==> src/rtl/relu3_pkg.sv <==
// Shared types and lane helpers for the layer-3 ReLU stream controller.
package relu3_pkg;

  localparam int unsigned NUM_CH = 8;
  localparam int unsigned LANE_W = 8;

  typedef enum logic [1:0] {IDLE, RUN, DRAIN, DONE} state_t;

  typedef logic signed [LANE_W-1:0] lane_t;
  typedef lane_t [NUM_CH-1:0]       lanes_t;

  function automatic lanes_t unpack_lanes(input logic [NUM_CH*LANE_W-1:0] v);
    return lanes_t'(v);
  endfunction

  function automatic logic [NUM_CH*LANE_W-1:0] pack_lanes(input lanes_t l);
    return l;
  endfunction

endpackage

==> src/rtl/relu3_skid_fifo.sv <==
// Two-entry FIFO carrying an activated vector plus its end-of-frame tag.
module relu3_skid_fifo #(
  parameter int unsigned DW = 64
) (
  input  logic          clk,
  input  logic          rst,
  input  logic          i_push,
  input  logic [DW-1:0] i_wdata,
  input  logic          i_wlast,
  input  logic          i_pop,
  output logic [DW-1:0] o_rdata,
  output logic          o_rlast,
  output logic [1:0]    o_count,
  output logic          o_full,
  output logic          o_empty
);

  logic [DW-1:0] r_data [2];
  logic [1:0]    r_last;
  logic          r_wr;
  logic          r_rd;
  logic [1:0]    r_count;
  logic          w_push;
  logic          w_pop;

  assign o_full  = (r_count == 2'd2);
  assign o_empty = (r_count == 2'd0);
  assign o_count = r_count;
  assign o_rdata = r_data[r_rd];
  assign o_rlast = r_last[r_rd];

  assign w_push = i_push && !o_full;
  assign w_pop  = i_pop && !o_empty;

  // Storage is cleared on reset so the visible head reads as zero.
  always_ff @(posedge clk) begin
    if (rst) begin
      r_data[0] <= '0;
      r_data[1] <= '0;
      r_last    <= '0;
      r_wr      <= 1'b0;
      r_rd      <= 1'b0;
      r_count   <= 2'd0;
    end else begin
      if (w_push) begin
        r_data[r_wr] <= i_wdata;
        r_last[r_wr] <= i_wlast;
        r_wr         <= ~r_wr;
      end
      if (w_pop) r_rd <= ~r_rd;
      unique case ({w_push, w_pop})
        2'b10:   r_count <= r_count + 2'd1;
        2'b01:   r_count <= r_count - 2'd1;
        default: r_count <= r_count;
      endcase
    end
  end

endmodule

==> src/rtl/relu3_stream_ctrl.sv <==
// Layer-3 activation sequencer: frames SEQ vectors, applies per-lane ReLU, streams via a skid FIFO.
module relu3_stream_ctrl
  import relu3_pkg::*;
#(
  parameter int unsigned WIDTH  = relu3_pkg::LANE_W,
  parameter int unsigned NUM_CH = relu3_pkg::NUM_CH,
  parameter int unsigned LEN_W  = 10
) (
  input  logic                    clk,
  input  logic                    rst,
  input  logic                    start,
  input  logic [LEN_W-1:0]        cfg_len,
  input  logic                    in_valid,
  output logic                    in_ready,
  input  logic [NUM_CH*WIDTH-1:0] in_data,
  output logic                    out_valid,
  input  logic                    out_ready,
  output logic [NUM_CH*WIDTH-1:0] out_data,
  output logic                    out_last,
  output logic                    busy,
  output logic                    done,
  output logic [LEN_W-1:0]        pos_in
);

  localparam logic [LEN_W-1:0] One = LEN_W'(1);

  state_t                  r_state;
  logic [LEN_W-1:0]        r_len;
  logic [LEN_W-1:0]        r_pos;
  logic [NUM_CH*WIDTH-1:0] w_relu;
  logic                    w_accept;
  logic                    w_pop;
  logic                    w_is_last;
  logic                    w_fifo_last;
  logic [1:0]              w_count;
  logic                    w_full;
  logic                    w_empty;

  for (genvar i = 0; i < NUM_CH; i++) begin : g_relu
    assign w_relu[i*WIDTH +: WIDTH] = in_data[i*WIDTH + WIDTH - 1] ? '0 : in_data[i*WIDTH +: WIDTH];
  end

  assign in_ready  = (r_state == RUN) && (r_pos < r_len) && !w_full;
  assign w_accept  = in_valid && in_ready;
  assign w_is_last = (r_pos == r_len - One);
  assign out_valid = !w_empty;
  assign w_pop     = out_valid && out_ready;
  assign out_last  = out_valid && w_fifo_last;
  assign busy      = (r_state == RUN) || (r_state == DRAIN);
  assign done      = (r_state == DONE);
  assign pos_in    = r_pos;

  relu3_skid_fifo #(
    .DW (NUM_CH*WIDTH)
  ) u_fifo (
    .clk     (clk),
    .rst     (rst),
    .i_push  (w_accept),
    .i_wdata (w_relu),
    .i_wlast (w_is_last),
    .i_pop   (w_pop),
    .o_rdata (out_data),
    .o_rlast (w_fifo_last),
    .o_count (w_count),
    .o_full  (w_full),
    .o_empty (w_empty)
  );

  always_ff @(posedge clk) begin
    if (rst) begin
      r_state <= IDLE;
      r_len   <= '0;
      r_pos   <= '0;
    end else begin
      unique case (r_state)
        IDLE: begin
          if (start) begin
            r_len   <= cfg_len;
            r_pos   <= '0;
            r_state <= (cfg_len != '0) ? RUN : DONE;
          end
        end
        RUN: begin
          // in_ready already guarantees r_pos < r_len, so the increment saturates at r_len.
          if (w_accept) begin
            r_pos <= r_pos + One;
            if (w_is_last) r_state <= DRAIN;
          end
        end
        DRAIN: begin
          if (w_pop && w_fifo_last) r_state <= DONE;
        end
        DONE:    r_state <= IDLE;
        default: r_state <= IDLE;
      endcase
    end
  end

endmodule

==> config.mk <==
export PLATFORM = sky130hd
export DESIGN_NAME = relu3_stream_ctrl
export DESIGN_NICKNAME = d
export VERILOG_FILES = /design/src/rtl/relu3_pkg.sv /design/src/rtl/relu3_skid_fifo.sv /design/src/rtl/relu3_stream_ctrl.sv
export SDC_FILE = /design/constraint.sdc
export NUM_CORES = 1
export LEC_CHECK = 0
export BUFFER_PORTS_ARGS = -buffer_cell sky130_fd_sc_hd__buf_2
export CORE_MARGIN = 3
export CORE_UTILIZATION = 44
export CTS_CLUSTER_SIZE = 24
export DETAILED_ROUTE_END_ITERATION = 8
export GPL_TIMING_DRIVEN = 0
export PLACE_DENSITY_LB_ADDON = 0.1
export SLEW_MARGIN = 20
export SYNTH_ARGS = -nofsm -noshare
export SYNTH_HDL_FRONTEND = slang
export SYNTH_SLANG_ARGS = --single-unit
==> constraint.sdc <==
create_clock -name clk -period 14 [get_ports clk]
set_clock_uncertainty 0.15 [all_clocks]
set_input_delay 0.7 -clock clk [delete_from_list [all_inputs] [get_ports clk]]
set_output_delay 0.7 -clock clk [all_outputs]
set_load 0.02 [all_outputs]
==> impl_metrics.csv <==
group,metric,value,unit
run_status,status,"completed",
logic_synthesis,synth_area,6820,µm²
logic_synthesis,async_flop_share,0,%
finish,drive_gt1_share,32.7,%
worst_setup_path,crit_path_frequent_cell,"clkbuf_1",
die,core_area,14900,µm²
detailed_routing,vias_per_cell,5.06,
power_and_ir_drop,total_power,1.31,mW
logic_synthesis,synth_commonest_cells,"nor2_1 (131), edfxtp_1 (112), nand2b_1 (61)",
logic_synthesis,synthFlopType,"edfxtp_1",
detailed_routing,wl,15.6,mm
clock_network,clk_pin_slew_worst_paths,0.06,ns
worst_setup_path,crit_type,"register to register",
logic_synthesis,ys_ff_latch,141,
worst_setup_path,endpoint_kind,"register",
clock_network,ctsResizeCount,0,
finish,stdcell_count,974,
worst_setup_path,cpPeakStageDelay,0.46,ns
timing,relSlewSlack,52.3,%
clock_network,cts_setup_buffers,0,
timing,hold_violations,0,
placed_design,place_congestion,0.801,
finish,fin_util,57.1,%
die,die_w,130,µm
worst_setup_path,cp_slowest_cell,"clkbuf_1",
placed_design,io_buffer_count,149,
power_and_ir_drop,p_leak,3.43,nW
power_and_ir_drop,vdd_drop_max,99.7,µV
finish,fin_nets,874,
worst_setup_path,cp.buffers_inverters,4,
logic_synthesis,ys_warn_count,0,
clock_network,cts_tree,"yes",
finish,fillers,1285,
grt,gr-usage-all-layers,18.5,%
clock_network,clock_latency,0.42,ns
grt,antenna_found_initial,0,
grt,grt_max_degree,44,
grt,grt_pass1_wl,24.5,mm
finish,area_growth,24.5,%
logic_synthesis,synth_edf_count,112,
detailed_routing,vias,4932,
timing,fin_crit,3.44,ns
worst_setup_path,required,14.00,ns
logic_synthesis,syn_inst,599,
worst_setup_path,cp_top_family,"buffers and inverters",
logic_synthesis,ys_top_cells_by_area,"edfxtp_1 (49%), mux2_2 (9.4%), dfxtp_1 (8.5%)",
clock_network,root_buffer,"clkbuf_16",
timing,worst_pin_slew,0.707,ns
grt,grt_overflow_total,0,
logic_synthesis,yosysTopAreaCellShare,49.3,%
clock_network,cts_max_path_buffers,2,
worst_setup_path,startpoint_type,"register",
placed_design,dpl.hpwl,11.0,mm
logic_synthesis,synth.yosys.seq_area_share,57.9,%
logic_synthesis,post_synth.cell_area_avg,11.4,µm²
worst_setup_path,path_max_fanout,10,
timing,setup_viol,0,
die,start_util,45.9,%
die,rows,44,
worst_setup_path,crit_arrival,3.44,ns
power_and_ir_drop,p_per_area,154,nW/µm²
detailed_routing,postRouteAntennaNets,0,
clock_network,cts_made_buffers,17,
timing,rsz0062_at_grt,"false",
timing,fin_setup_tns,0,ns
detailed_routing,drtIter0Drc,330,
detailed_routing,post_drt_wl_per_cell,16.1,µm
hold_path,hp-class,"register to register",
worst_setup_path,crit_chain,"clkbuf_1 > inv_1 > ha_1 > and4_1 > o311ai_0 > nand4_2 > nor2_1 > nand2_1 > clkbuf_1 > clkbuf_1 > nor2_1",
job,cap_violations,0,
placed_design,dp.cells,942,
detailed_routing,drcViolationCount,0,
die,dieArea,17000,µm²
timing,slew_violations,0,
die,boundaryPins,158,
detailed_routing,drt_pass1_iterations,4,
timing,finalCritPeriodShare,24.6,%
finish,n_antenna_cell,0,
clock_network,ctsHoldBuffers,0,
grt,grt_pass1_vias,4956,
logic_synthesis,yosysTopAreaCell,"edfxtp_1",
clock_network,cts_sinks,141,
die,die_h,130,µm
logic_synthesis,synth_most_common_cell,"nor2_1",
timing,max_freq,0.291,GHz
clock_network,htreeDepth,4,
logic_synthesis,synth_cell_types,51,
worst min-delay path, cell delays in order, from the launching register on:
cell and delay, ns:
dfxtp_1 0.31, nand2_1 0.05, a21oi_1 0.05
cells by family (layout without fill, tap and decap cells):
kind of cell             after synthesis  in the layout  synth area share, %
AND/OR/NAND/NOR                      266            266                 18.9
flip-flops                           141            141                 57.9
multiplexers                          58             58                 9.56
buffers and inverters                 50            234                 3.41
AO/OA/AOI/OAI                         45             45                 4.33
XOR/XNOR                              20             20                 2.57
adder cells (fa/ha/maj)               18             18                 3.30
other                                  1              8               0.0550
layout make-up:
cell class | instances | area (µm²) | area share (%)
plain buffers | 34 | 173 | 2.04
clock buffers | 18 | 429 | 5.06
clock inverters | 14 | 143 | 1.68
inverters | 16 | 60.1 | 0.708
multi-input cells | 415 | 2690 | 31.6
flip-flops and latches | 141 | 3940 | 46.5
well taps | 184 | 230 | 2.71
repair buffers | 152 | 821 | 9.67
flip-flops by register name (all words and copies together) (netlist names), named ones only:
name            count
r_len              10
u_fifo.r_rd         1
u_fifo.r_wr         1
r_state             2
u_fifo.r_last       2
u_fifo.o_count      2
pos_in             10
u_fifo.r_data     112
cells in the final DEF, fill, tap and decap left out, types with 3 or more instances in the layout:
| master | n |
|---|---|
| mux2_2 | 57 |
| or3_1 | 3 |
| nand4_1 | 5 |
| buf_2 | 149 |
| and3_1 | 3 |
| inv_6 | 3 |
| and4_1 | 3 |
| buf_4 | 8 |
| o21ai_0 | 5 |
| clkinv_2 | 4 |
| nor2b_1 | 4 |
| dfxtp_1 | 29 |
| a21oi_1 | 20 |
| nand2_1 | 31 |
| buf_1 | 3 |
| ha_1 | 18 |
| nand2b_1 | 60 |
| xor2_1 | 10 |
| clkbuf_16 | 17 |
| xnor2_1 | 10 |
| nor2_1 | 131 |
| clkbuf_1 | 22 |
| inv_1 | 16 |
| conb_1 | 8 |
| nand3_1 | 9 |
| nor4_1 | 3 |
| edfxtp_1 | 112 |
final timing paths:
path                                  startpoint              endpoint  slack [ns]  cells past startpoint
worst max register to register          r_len[6]  u_fifo.r_data[0][39]       10.56                     11
worst max-delay path                    r_len[6]  u_fifo.r_data[0][39]       10.56                     11
worst min-delay path            u_fifo.r_last[1]      u_fifo.r_last[1]        0.30                      2
worst min register to register  u_fifo.r_last[1]      u_fifo.r_last[1]        0.30                      2
through the flow:
stage / hold WS (ns) / cell area [µm²] / worst slack, ns
finish: 0.301 / 8480 / 10.56
global route: 0.362 / 8480 / 10.26
CTS: 0.301 / 8480 / 10.56
detailed placement: 0.294 / 7910 / 10.58
global placement: 0.289 / 7820 / 7.09
floorplan: 0.282 / 6840 / 9.07
report_power, final:
part | switching, mW | internal [mW] | leakage [nW] | total [mW]
sequential | 0.0197 | 0.494 | 1.40 | 0.514
clock | 0.177 | 0.262 | 0.278 | 0.439
combinational | 0.211 | 0.141 | 1.76 | 0.352
routing by layer:
metal / GRT usage [%] / wire length, µm / vias to the layer above
met4: 5.75 / 233 / 0
li1: - / - / 2431
met3: 4.35 / 936 / 18
met5: 0 / 0 / -
met1: 24.1 / 7090 / 2345
met2: 31.0 / 7390 / 138
Note: power is estimated with default switching activity, not from simulation.
